$ cat src/rtl/rata_pkg.sv
// Shared definitions for the LMT (latest modification time) controller:
// FSM state encoding, LMT word offsets and the default address map.
package rata_pkg;

    typedef enum logic [2:0] {
        ST_IDLE      = 3'd0,
        ST_UPD_LO    = 3'd1,
        ST_UPD_HI    = 3'd2,
        ST_VIOL_HOLD = 3'd3,
        ST_VIOL_WAIT = 3'd4
    } state_e;

    // Byte offsets of the two 32-bit LMT words relative to LMT_BASE.
    localparam logic [31:0] LMT_LO_OFS = 32'd0;
    localparam logic [31:0] LMT_HI_OFS = 32'd4;

    // Default address map.
    localparam logic [31:0] DEF_AR_BASE   = 32'h0000_E000;
    localparam logic [31:0] DEF_AR_END    = 32'h0000_FFFF;
    localparam logic [31:0] DEF_LMT_BASE  = 32'h0000_0140;
    localparam logic [31:0] DEF_RESET_VEC = 32'h0000_0000;
    localparam int unsigned DEF_RST_HOLD  = 16;

endpackage

$ cat src/rtl/rata_addr_dec.sv
// Classifies one write port: attested-region hit and LMT-region hit.
module rata_addr_dec
    import rata_pkg::*;
#(
    parameter logic [31:0] AR_BASE  = DEF_AR_BASE,
    parameter logic [31:0] AR_END   = DEF_AR_END,
    parameter logic [31:0] LMT_BASE = DEF_LMT_BASE
) (
    input  logic        we,
    input  logic [31:0] addr,
    output logic        ar_hit,
    output logic        lmt_hit
);

    // LMT match ignores the byte offset inside the 8-byte region.
    always_comb begin
        ar_hit  = we && (addr >= AR_BASE) && (addr <= AR_END);
        lmt_hit = we && (addr[31:3] == LMT_BASE[31:3]);
    end

endmodule

$ cat src/rtl/rata_lmt_ctrl.sv
// Stamps every attested-region write with a 64-bit timer value into the
// LMT words, and treats any direct write to the LMT region as a violation
// that requests a system reset and waits for the CPU to reach RESET_VEC.
module rata_lmt_ctrl
    import rata_pkg::*;
#(
    parameter logic [31:0] AR_BASE   = DEF_AR_BASE,
    parameter logic [31:0] AR_END    = DEF_AR_END,
    parameter logic [31:0] LMT_BASE  = DEF_LMT_BASE,
    parameter int unsigned RST_HOLD  = DEF_RST_HOLD,
    parameter logic [31:0] RESET_VEC = DEF_RESET_VEC
) (
    input  logic        clk,
    input  logic        rst,
    input  logic [31:0] pc,
    input  logic        cpu_we,
    input  logic [31:0] cpu_addr,
    input  logic        dma_we,
    input  logic [31:0] dma_addr,
    output logic        lmt_we,
    output logic        lmt_hi,
    output logic [31:0] lmt_wdata,
    output logic        sys_reset,
    output logic        busy,
    output logic [7:0]  viol_cnt,
    output state_e      dbg_state
);

    logic cpu_ar, cpu_lmt, dma_ar, dma_lmt;
    logic ar_hit, lmt_hit;

    state_e      state_q, state_d;
    logic [63:0] timer_q;
    logic [63:0] stamp_q, stamp_d;
    logic        pending_q, pending_d;
    logic [7:0]  hold_q, hold_d;
    logic        viol_inc;

    logic        lmt_we_d, lmt_hi_d, sys_reset_d, busy_d;
    logic [31:0] lmt_wdata_d;

    rata_addr_dec #(.AR_BASE(AR_BASE), .AR_END(AR_END), .LMT_BASE(LMT_BASE)) u_cpu_dec (
        .we(cpu_we), .addr(cpu_addr), .ar_hit(cpu_ar), .lmt_hit(cpu_lmt)
    );

    rata_addr_dec #(.AR_BASE(AR_BASE), .AR_END(AR_END), .LMT_BASE(LMT_BASE)) u_dma_dec (
        .we(dma_we), .addr(dma_addr), .ar_hit(dma_ar), .lmt_hit(dma_lmt)
    );

    assign ar_hit    = cpu_ar | dma_ar;
    assign lmt_hit   = cpu_lmt | dma_lmt;
    assign dbg_state = state_q;

    // Next-state logic; an LMT hit outranks any AR hit and aborts updates.
    always_comb begin
        state_d   = state_q;
        stamp_d   = stamp_q;
        pending_d = pending_q;
        hold_d    = hold_q;
        viol_inc  = 1'b0;
        case (state_q)
            ST_IDLE, ST_UPD_LO, ST_UPD_HI: begin
                if (lmt_hit) begin
                    state_d   = ST_VIOL_HOLD;
                    hold_d    = '0;
                    pending_d = 1'b0;
                    viol_inc  = 1'b1;
                end else if (state_q == ST_IDLE) begin
                    if (ar_hit || pending_q) begin
                        state_d   = ST_UPD_LO;
                        stamp_d   = timer_q;
                        pending_d = 1'b0;
                    end
                end else if (state_q == ST_UPD_LO) begin
                    state_d = ST_UPD_HI;
                    if (ar_hit) pending_d = 1'b1;
                end else if (pending_q) begin
                    // Fresh stamp covers every hit seen so far, including one now.
                    state_d   = ST_UPD_LO;
                    stamp_d   = timer_q;
                    pending_d = 1'b0;
                end else begin
                    state_d = ST_IDLE;
                    if (ar_hit) pending_d = 1'b1;
                end
            end
            ST_VIOL_HOLD: begin
                if (hold_q == 8'(RST_HOLD - 1)) begin
                    state_d = ST_VIOL_WAIT;
                    hold_d  = '0;
                end else begin
                    hold_d = hold_q + 8'd1;
                end
            end
            ST_VIOL_WAIT: begin
                if (lmt_hit) begin
                    state_d  = ST_VIOL_HOLD;
                    hold_d   = '0;
                    viol_inc = 1'b1;
                end else if (pc == RESET_VEC) begin
                    state_d = ST_IDLE;
                end
            end
            default: state_d = ST_IDLE;
        endcase
    end

    // Output values for the coming cycle, derived from the next state.
    always_comb begin
        lmt_we_d    = (state_d == ST_UPD_LO) || (state_d == ST_UPD_HI);
        lmt_hi_d    = (state_d == ST_UPD_HI);
        lmt_wdata_d = '0;
        if (state_d == ST_UPD_LO) lmt_wdata_d = stamp_d[31:0];
        if (state_d == ST_UPD_HI) lmt_wdata_d = stamp_d[63:32];
        sys_reset_d = (state_d == ST_VIOL_HOLD);
        busy_d      = (state_d != ST_IDLE);
    end

    // State, timer, counters and registered outputs.
    always_ff @(posedge clk) begin
        if (rst) begin
            state_q   <= ST_IDLE;
            timer_q   <= '0;
            stamp_q   <= '0;
            pending_q <= 1'b0;
            hold_q    <= '0;
            viol_cnt  <= '0;
            lmt_we    <= 1'b0;
            lmt_hi    <= 1'b0;
            lmt_wdata <= '0;
            sys_reset <= 1'b0;
            busy      <= 1'b0;
        end else begin
            state_q   <= state_d;
            timer_q   <= timer_q + 64'd1;
            stamp_q   <= stamp_d;
            pending_q <= pending_d;
            hold_q    <= hold_d;
            if (viol_inc && (viol_cnt != 8'hFF)) viol_cnt <= viol_cnt + 8'd1;
            lmt_we    <= lmt_we_d;
            lmt_hi    <= lmt_hi_d;
            lmt_wdata <= lmt_wdata_d;
            sys_reset <= sys_reset_d;
            busy      <= busy_d;
        end
    end

endmodule

$ cat config.mk
export PLATFORM = sky130hd
export DESIGN_NAME = rata_lmt_ctrl
export DESIGN_NICKNAME = d
export VERILOG_FILES = /design/src/rtl/rata_pkg.sv /design/src/rtl/rata_addr_dec.sv /design/src/rtl/rata_lmt_ctrl.sv
export SDC_FILE = /design/constraint.sdc
export NUM_CORES = 1
export LEC_CHECK = 0
export ABC_CLOCK_PERIOD_IN_PS = 3900
export CAP_MARGIN = 10
export CORE_ASPECT_RATIO = 1.25
export CORE_MARGIN = 3
export CORE_UTILIZATION = 40
export CTS_BUF_LIST = sky130_fd_sc_hd__clkbuf_16
export CTS_CLUSTER_SIZE = 24
export DETAILED_ROUTE_END_ITERATION = 10
export HOLD_SLACK_MARGIN = 0.03
export PLACE_DENSITY = 0.66
export SLEW_MARGIN = 20
export SYNTH_ARGS = -nofsm -noshare
export SYNTH_HDL_FRONTEND = slang
export SYNTH_HIERARCHICAL = 1
export SYNTH_SLANG_ARGS = --single-unit
$ cat constraint.sdc
create_clock -name clk -period 3.9 [get_ports clk]
set_clock_uncertainty 0.05 [all_clocks]
set_input_delay 1.17 -clock clk [delete_from_list [all_inputs] [get_ports clk]]
set_output_delay 1.17 -clock clk [all_outputs]
set_load 0.005 [all_outputs]
=== Yosys cells after proc, flatten, opt, wreduce, memory -nomap -nowiden ===
Index checks and enable logic that the tools add are counted.

* Register bits after elaboration: 184
* Bits in latches: 0
* Bits in writable memories: 0
* ROM bits: 0
* Output and inout bits: 47
* Word-level logic and storage cells: 80
* Memories kept: 0

* Add/subtract/negate cells: 3
* Multiply operators: 0
* Divide/modulo/power cells: 0
* Magnitude comparators: 4
* Eq/ne operators: 14
* Shift operators: 0
* Muxes and demuxes: 29
* Bitwise gates (word level): 2
* Reduce and logical (&&, ||, !) cells: 17

{| class="wikitable"
|+ Operator list
! cell !! number
|-
| 64-bit two-way mux || 6
|-
| 64-bit by 1-bit adder with 64-bit output (second input constant) || 1
|-
| 32-bit by 16-bit greater-or-equal comparator with 1-bit output (second input constant) || 2
|-
| 32-bit by 16-bit <= comparator with 1-bit output (second input constant) || 2
|-
| 32-bit two-way mux || 2
|-
| 29-bit by 6-bit == test with 1-bit output (second input constant) || 2
|-
| 32-bit zero test || 1
|-
| 3-bit two-way mux || 6
|-
| 8-bit by 1-bit adder with 8-bit output (second input constant) || 2
|-
| 8-bit two-way mux || 2
|-
| 8-bit one-hot mux with 2 select lines || 1
|-
| 3-bit by 2-bit == test with 1-bit output (second input constant) || 4
|-
| 1-bit two-way mux || 10
|-
| 3-bit one-hot mux with 3 select lines || 1
|-
| 8-bit by 4-bit == test with 1-bit output (second input constant) || 1
|-
| 8-bit inequality test (second input constant) || 1
|-
| 1-bit logical AND || 7
|-
| 3-bit by 1-bit == test with 1-bit output (second input constant) || 2
|-
| 4-bit inequality test (second input constant) || 1
|-
| 4-bit OR reduction || 1
|-
| 3-bit == test (second input constant) || 1
|-
| 3-bit zero test || 1
|-
| 3-bit by 2-bit inequality test with 1-bit output (second input constant) || 1
|-
| 3-bit AND reduction || 1
|-
| other kinds (8) || 10
|}

=== Depth between registers and ports, before layout ===
Gate-level depths: netlist of run 1.

* Word-level depth: 12
* Gate-level depth with buffers: 11

=== By module ===
Netlist of run 1, hierarchy kept.

{| class="wikitable"
|+ By module, submodules not included
! module !! instances !! cells an instance !! area each (um^2) !! seq. area each (um^2)
|-
| rata_lmt_ctrl || 1 || 730 || 6475.0 || 3042.9
|-
| rata_addr_dec || 2 || 14 || 102.6 || 0.0
|}

=== Worst setup path before layout of run 1 ===
Ideal clock, no wire load.

* Kind: input-to-reg
* Start point: input port dma_addr[19]
* End point: register lmt_wdata[10]
* Setup time: 0.117 ns
* Arrival: 2.923 ns
* Data required time: 3.733 ns
* Path slack: 0.810 ns
* Stages on the path: 10
* Path through: nor4b_2 nand4_1 nor3_1 nor2_1 a21oi_1 a21oi_1 and2_1 clkbuf_1 buf_2 a32o_1

{| class="wikitable"
|+ RTL lines
! what !! RTL line !! text
|-
| from (decl) || rata_lmt_ctrl.sv:19 || <nowiki>input logic [31:0] dma_addr,</nowiki>
|-
| 29-bit by 6-bit == test with 1-bit output * || rata_addr_dec.sv:18 || <nowiki>lmt_hit = we && (addr[31:3] == LMT_BASE[31:3]);</nowiki>
|-
| 1-bit logical AND * || rata_addr_dec.sv:18 ||
|-
| net dma_lmt || rata_lmt_ctrl.sv:29 || <nowiki>logic cpu_ar, cpu_lmt, dma_ar, dma_lmt;</nowiki>
|-
| 1-bit bitwise OR * || rata_lmt_ctrl.sv:51 || <nowiki>assign lmt_hit = cpu_lmt | dma_lmt;</nowiki>
|-
| 3-bit two-way mux (on tied branches) || rata_lmt_ctrl.sv:96, rata_lmt_ctrl.sv:63 ||
|-
| 3-bit one-hot mux with 3 select lines || rata_lmt_ctrl.sv:61 || <nowiki>case (state_q)</nowiki>
|-
| 3-bit by 1-bit == test with 1-bit output || rata_lmt_ctrl.sv:113 || <nowiki>if (state_d == ST_UPD_LO) lmt_wdata_d = stamp_d[31:0];</nowiki>
|-
| 32-bit two-way mux || rata_lmt_ctrl.sv:113 ||
|-
| 32-bit two-way mux * || rata_lmt_ctrl.sv:114 || <nowiki>if (state_d == ST_UPD_HI) lmt_wdata_d = stamp_d[63:32];</nowiki>
|-
| to (signal assigned) || rata_lmt_ctrl.sv:142 || <nowiki>lmt_wdata <= lmt_wdata_d;</nowiki>
|-
| to (decl) || rata_lmt_ctrl.sv:22 || <nowiki>output logic [31:0] lmt_wdata,</nowiki>
|}

The timed path passes the listed nets; every way through them passes the cells marked *.
A chain may end at the register's enable or synchronous reset.

=== Worst setup path in the final report of run 1 ===
* Start point: input port dma_addr[8]
* End point: register lmt_wdata[24]

Same word-level chain as after synthesis.

==> results of run 1 <==
area by class of cell:
class,count,area [um^2],share of cell area
sequential,152,3040,0.345
tap,216,270,0.0306
clock buffer,17,425,0.0482
multi-input combinational,545,3350,0.380
clock inverter,15,200,0.0227
timing repair buffer,150,1510,0.171
inverter,7,26.3,0.00298
cell families after synthesis:
group,share of synthesized area
AO/OA/AOI/OAI,0.148
XOR/XNOR,0.0564
adder cells (fa/ha/maj),0.00712
buffers and inverters,0.0433
flip-flops,0.456
multiplexers,0.00749
AND/OR/NAND/NOR,0.282
registers in the layout, summed over array words and instances, names as in the netlist:
name	flops
timer_q	64
sys_reset	1
busy	1
stamp_q	32
lmt_we	1
viol_cnt	8
pending_q	1
lmt_hi	1
lmt_wdata	32
dbg_state	3
hold_q	8
power breakdown:
group	total [mW]	switching (mW)	internal, mW
clock network	1.73	0.663	1.07
logic	0.140	0.0476	0.0929
registers	1.56	0.00478	1.56
total	3.44	0.716	2.72
worst max-delay path: stages:
cell and delay (ns):
clkdlybuf4s50_1 0.44, nor4bb_1 0.32, nand4_1 0.16, nor3_1 0.40, nor2_1 0.25, o21ai_0 0.17, and3b_1 0.22, and2_1 0.18
buf_12 0.22, a32o_1 0.18
placed cells by master (no fill, tap or decap), types with 16 or more instances in the layout:
cell type	n
clkbuf_16	17
dfxtp_1	152
nand4_1	35
nand2_1	96
xor2_1	34
nor2_1	71
o21ai_0	17
nand3_1	33
or4_1	16
a21oi_1	66
clkdlybuf4s50_1	139
a32o_1	32
cell usage after synthesis (3+ instances only):
| master | number | area, um^2 |
|---|---|---|
| dfxtp_1 | 152 | 3040 |
| nand2_1 | 96 | 360 |
| nor2_1 | 71 | 267 |
| a21oi_1 | 66 | 330 |
| clkbuf_1 | 35 | 131 |
| nand4_1 | 35 | 219 |
| xor2_1 | 34 | 298 |
| nand3_1 | 33 | 165 |
| a32o_1 | 32 | 320 |
| o21ai_0 | 17 | 85.1 |
| or4_1 | 16 | 120 |
| o31ai_1 | 15 | 113 |
| nor4_1 | 13 | 81.3 |
| or3_1 | 13 | 81.3 |
| buf_2 | 12 | 60.1 |
| nor3_1 | 12 | 60.1 |
| and3_1 | 11 | 68.8 |
| xnor2_1 | 9 | 78.8 |
| and4_1 | 7 | 61.3 |
| inv_1 | 7 | 26.3 |
| or2_2 | 6 | 37.5 |
| and2_1 | 5 | 31.3 |
| nor4_2 | 5 | 62.6 |
| buf_6 | 4 | 45.0 |
| nor2b_1 | 4 | 25.0 |
| a21o_1 | 3 | 22.5 |
| ha_1 | 3 | 37.5 |
| o21bai_1 | 3 | 22.5 |
| o311ai_0 | 3 | 26.3 |
| o41ai_1 | 3 | 26.3 |
per-layer routing:
metal / vias up / global-route usage / routed length (um)
li1: 3002 / - / -
met1: 2833 / 0.225 / 7110
met2: 127 / 0.340 / 8900
met3: 36 / 0.0413 / 657
met4: 0 / 0.0717 / 403
met5: - / 0 / 0
per-stage QoR:
| step | setup slack [ns] | utilization | power, mW | hold slack [ns] |
|---|---|---|---|---|
| 5_1_grt | 0.286 | 0.543 | 3.55 | 0.422 |
| 6_report | 0.487 | 0.543 | 3.44 | 0.405 |
| 2_1_floorplan | 0.810 | - | 1.63 | 0.382 |
| 3_5_place_dp | 0.0785 | 0.504 | 1.74 | 0.396 |
| 4_1_cts | 0.515 | 0.543 | 3.46 | 0.407 |
| 3_3_place_gp | 0.0969 | 0.504 | 1.73 | 0.394 |
worst paths after layout:
path / from / end / slack, ns / cells past startpoint
worst min-delay path: stamp_q[57]$_SDFF_PP0_ / stamp_q[57]$_SDFF_PP0_ / 0.41 / 2
worst min register to register: stamp_q[57]$_SDFF_PP0_ / stamp_q[57]$_SDFF_PP0_ / 0.41 / 2
worst max register to register: timer_q[0]$_SDFF_PP0_ / timer_q[58]$_SDFF_PP0_ / 1.13 / 6
worst max-delay path: dma_addr[8] / lmt_wdata[24]$_SDFF_PP0_ / 0.49 / 10
==> flow_metrics.env, run 1 <==
export IMPL_status="finished, final reports clean"
export IMPL_yosysSeqAreaShare=0.456
export IMPL_die_h_um=150
export IMPL_cellLeakagePower_nw=3.02
export IMPL_cts_buffers=17
export IMPL_avgSynthCellArea_um2=8.81
export IMPL_maxCapViolCount=0
export IMPL_wirelength_um=17100
export IMPL_cts_clk_slew_worst_paths_ns=0.06
export IMPL_ios=147
export IMPL_routedWlPerCell_um=15.5
export IMPL_ys_warn_count=6
export IMPL_core_area_mm2=0.0163
export IMPL_synth_edff_count=0
export IMPL_fin_cells=1102
export IMPL_required_ns=4.21
export IMPL_slew_headroom=0.479
export IMPL_first_pass_iters=5
export IMPL_finalSetupViolCount=0
export IMPL_area_delta_synth_final_pct=32.2
export IMPL_grt_overflow_total=0
export IMPL_finish_instance_area_mm2=0.00883
export IMPL_via_count=5998
export IMPL_drc=0
export IMPL_grt_pass1_wl_um=28000
export IMPL_cts_tree="built"
export IMPL_port_buffer_count=140
export IMPL_grt_pass1_vias=5714
export IMPL_worstPathMaxFanout=34
export IMPL_rows=52
export IMPL_synthDistinctLibCells=55
export IMPL_synth_async_sr_flop_share=0
export IMPL_period_share=0.875
export IMPL_max_freq_ghz=0.293
export IMPL_antenna_found_initial=0
export IMPL_worstSetupStartpointType="input pin"
export IMPL_finalSetupTns_ns=0
export IMPL_syn_num_nets=861
export IMPL_nets=976
export IMPL_postRouteAntennaNets=0
export IMPL_die_x_um=122
export IMPL_peakVddDrop_v=0.000288
export IMPL_rsz0062_at_grt="no"
export IMPL_syn_instance_count=758
export IMPL_ctsRootBufferMaster="clkbuf_16"
export IMPL_cts_hold_buf=0
export IMPL_synth_cell_area_mm2=0.00668
export IMPL_worst_pin_slew_ns=0.775
export IMPL_drt_iter0_markers=400
export IMPL_via_per_inst=5.44
export IMPL_hp_class="flop to flop"
export IMPL_drv_slew=0
export IMPL_period_needed_ns=3.41
export IMPL_cp_arrival_ns=3.72
export IMPL_start_util=0.411
export IMPL_post_cts_buffers=0
export IMPL_hold_viol=0
export IMPL_grt_usage=0.191
export IMPL_ys_seq_elements=152
export IMPL_critical_path_class="input pin to flop"
export IMPL_crit_path_end_kind="flop"
export IMPL_htreeDepth=4
export IMPL_dpl_cell_area_mm2=0.00820
export IMPL_drive_above_1_share=0.0801
export IMPL_cts_resized_gates=0
export IMPL_clkLatencyLatePin_ns=0.43
export IMPL_cts_sinks=152
export IMPL_n_antenna_cell=0
export IMPL_fillers=1511
export IMPL_grt_max_degree=66
export IMPL_dp_hpwl_um=11800
export IMPL_yosys_most_used_dff="dfxtp_1"
export IMPL_fp_dieArea_mm2=0.0183
export IMPL_dp_cells=1070
export IMPL_routabilityCongestion=0.784
export IMPL_clockBufferDepth=2
export IMPL_power_density_mw_per_mm2=389
No activity file was read; power rests on OpenSTA's default activity.
==> inputs of run 2 (changes only) <==
- CAP_MARGIN: 10 -> default
- PLACE_DENSITY: 0.66 -> 0.71
==> run 2 against run 1 <==
Net effect: final cell count barely moved; wire length down 1.1%; global-route usage is 0.53 points lower; non-clock buffer count rose by 2; fmax up 1.6%; highest routed layer unchanged; sequential share of layout area increased by 0.093 points; combinational power about the same; critical path type unchanged; largest cell class unchanged; count of clock-buffer cells in the layout did not move.
==> flow_metrics.env, run 2 (synthesized netlist as in run 1, its figures left out) <==
export IMPL_peakVddDrop_v=0.000287
export IMPL_final_util=0.541
export IMPL_cts_sinks=152
export IMPL_rrSetupSlack_ns=1.14
export IMPL_cts_hold_buf=0
export IMPL_worstSetupStartpointType="input pin"
export IMPL_reg2reg_to="timer_q[60]$_SDFF_PP0_"
export IMPL_timing_rr_start="timer_q[0]$_SDFF_PP0_"
export IMPL_n_antenna_cell=0
export IMPL_antenna_found_initial=0
export IMPL_layout_commonest_cell="dfxtp_1"
export IMPL_drc=0
export IMPL_cts_clk_slew_worst_paths_ns=0.06
export IMPL_port_buffer_count=140
export IMPL_pwr_share_seq=0.465
export IMPL_slew_headroom=0.473
export IMPL_die_x_um=122
export IMPL_wirelength_um=16900
export IMPL_grt_pass1_wl_um=27600
export IMPL_htreeDepth=4
export IMPL_fp_dieArea_mm2=0.0183
export IMPL_cts_tree="built"
export IMPL_p_comb_frac=0.042
export IMPL_largest_register="timer_q"
export IMPL_rsz0062_at_grt="no"
export IMPL_dp_cells=1072
export IMPL_required_ns=4.15
export IMPL_largest_reg_flops=64
export IMPL_post_cts_buffers=0
export IMPL_via_count=5981
export IMPL_first_pass_iters=5
export IMPL_grt_max_degree=58
export IMPL_power_density_mw_per_mm2=381
export IMPL_grt_pass1_vias=5636
export IMPL_dp_hpwl_um=11700
export IMPL_hold_start="stamp_q[54]$_SDFF_PP0_"
export IMPL_drive_above_1_share=0.0768
export IMPL_drv_slew=0
export IMPL_min_delay_path_depth=2
export IMPL_maxCapViolCount=0
export IMPL_hp_class="flop to flop"
export IMPL_p_sw_uw=663
export IMPL_rows=52
export IMPL_p_sw_frac=0.197
export IMPL_ctsRootBufferMaster="clkbuf_16"
export IMPL_postRouteAntennaNets=0
export IMPL_clockBufferDepth=2
export IMPL_final_cell_mix="dfxtp_1, clkdlybuf4s50_1, nand2_1"
export IMPL_hold_viol=0
export IMPL_die_h_um=150
export IMPL_fillers=1518
export IMPL_r2r_cells=6
export IMPL_nets=978
export IMPL_internal_power_mw=2.70
export IMPL_fin_cells=1101
export IMPL_via_per_inst=5.43
export IMPL_grt_overflow_total=0
export IMPL_max_freq_ghz=0.298
export IMPL_worst_pin_slew_ns=0.784
export IMPL_worst_hold_path_endpoint="stamp_q[54]$_SDFF_PP0_"
export IMPL_finalSetupTns_ns=0
export IMPL_cp_arrival_ns=3.61
export IMPL_area_delta_synth_final_pct=31.8
export IMPL_routedWlPerCell_um=15.3
export IMPL_period_share=0.861
export IMPL_period_needed_ns=3.36
export IMPL_routabilityCongestion=0.799
export IMPL_setup_ws_ns=0.541
export IMPL_clkLatencyLatePin_ns=0.42
export IMPL_drt_iter0_markers=446
export IMPL_grt_usage=0.186
export IMPL_whs_ns=0.405
export IMPL_clockPowerShare=0.494
export IMPL_reg_largest_list="timer_q (64), lmt_wdata (32), stamp_q (32)"
export IMPL_core_area_mm2=0.0163
export IMPL_cts_buffers=17
export IMPL_crit_path_end_kind="flop"
export IMPL_pre_cts_ws_ns=0.0956
export IMPL_cts_resized_gates=0
export IMPL_worstPathMaxFanout=34
export IMPL_critical_path_class="input pin to flop"
export IMPL_cellLeakagePower_nw=3.02
export IMPL_ios=147
export IMPL_finalSetupViolCount=0
export IMPL_start_util=0.411
export IMPL_status="finished, final reports clean"
==> run 2: routing by layer <==
metal | part of all wire | global-route usage | vias up
li1 | - | - | 2986
met1 | 0.42 | 0.227 | 2848
met2 | 0.52 | 0.324 | 128
met3 | 0.040 | 0.0387 | 19
met4 | 0.017 | 0.0661 | 0
met5 | 0 | 0 | -
==> run 2: worst max-delay path: stages <==
cell             delay, ns
clkdlybuf4s50_1       0.41
nor4_2                0.29
nand4_1               0.18
nor3_1                0.40
nor2_1                0.23
a21oi_1               0.21
a21oi_1               0.10
and2_1                0.17
buf_12                0.18
a32o_1                0.24
==> run 2: worst max-delay path by stage <==
stage | from | to | slack (ns) | cells after the start
after global routing | dma_addr[22] | lmt_wdata[23]$_SDFF_PP0_ | 0.30 | 10
after CTS | dma_addr[22] | lmt_wdata[23]$_SDFF_PP0_ | 0.53 | 10
after detailed placement | dma_addr[22] | lmt_wdata[23]$_SDFF_PP0_ | 0.1 | 10
after global placement | dma_addr[8] | lmt_wdata[23]$_SDFF_PP0_ | 0.14 | 10
final | dma_addr[22] | lmt_wdata[23]$_SDFF_PP0_ | 0.54 | 10
after floorplan | dma_addr[19] | lmt_wdata[10]$_SDFF_PP0_ | 0.81 | 10
==> run 2: final cells by class <==
cell class,instances,area [um^2],area share
Clock buffer,17,425,0.0483
Tap cell,216,270,0.0307
Inverter,7,26.3,0.00298
Multi-Input combinational cell,545,3350,0.381
Sequential cell,152,3040,0.346
Clock inverter,12,161,0.0183
Timing Repair Buffer,152,1530,0.173
==> run 2: through the flow <==
stage | cell area [um^2] | power, mW
global route | 8810 | 3.46
finish | 8810 | 3.36
CTS | 8810 | 3.38
floorplan | 6680 | 1.63
global placement | 8220 | 1.73
detailed placement | 8220 | 1.73
==> run 2: power by group through the flow <==
stage / combinational [mW] / clock, mW / sequential, mW
global route: 0.151 / 1.75 / 1.56
detailed placement: 0.140 / 0 / 1.59
global placement: 0.138 / 0 / 1.59
CTS: 0.141 / 1.68 / 1.56
finish: 0.140 / 1.66 / 1.56
floorplan: 0.0380 / 0 / 1.59
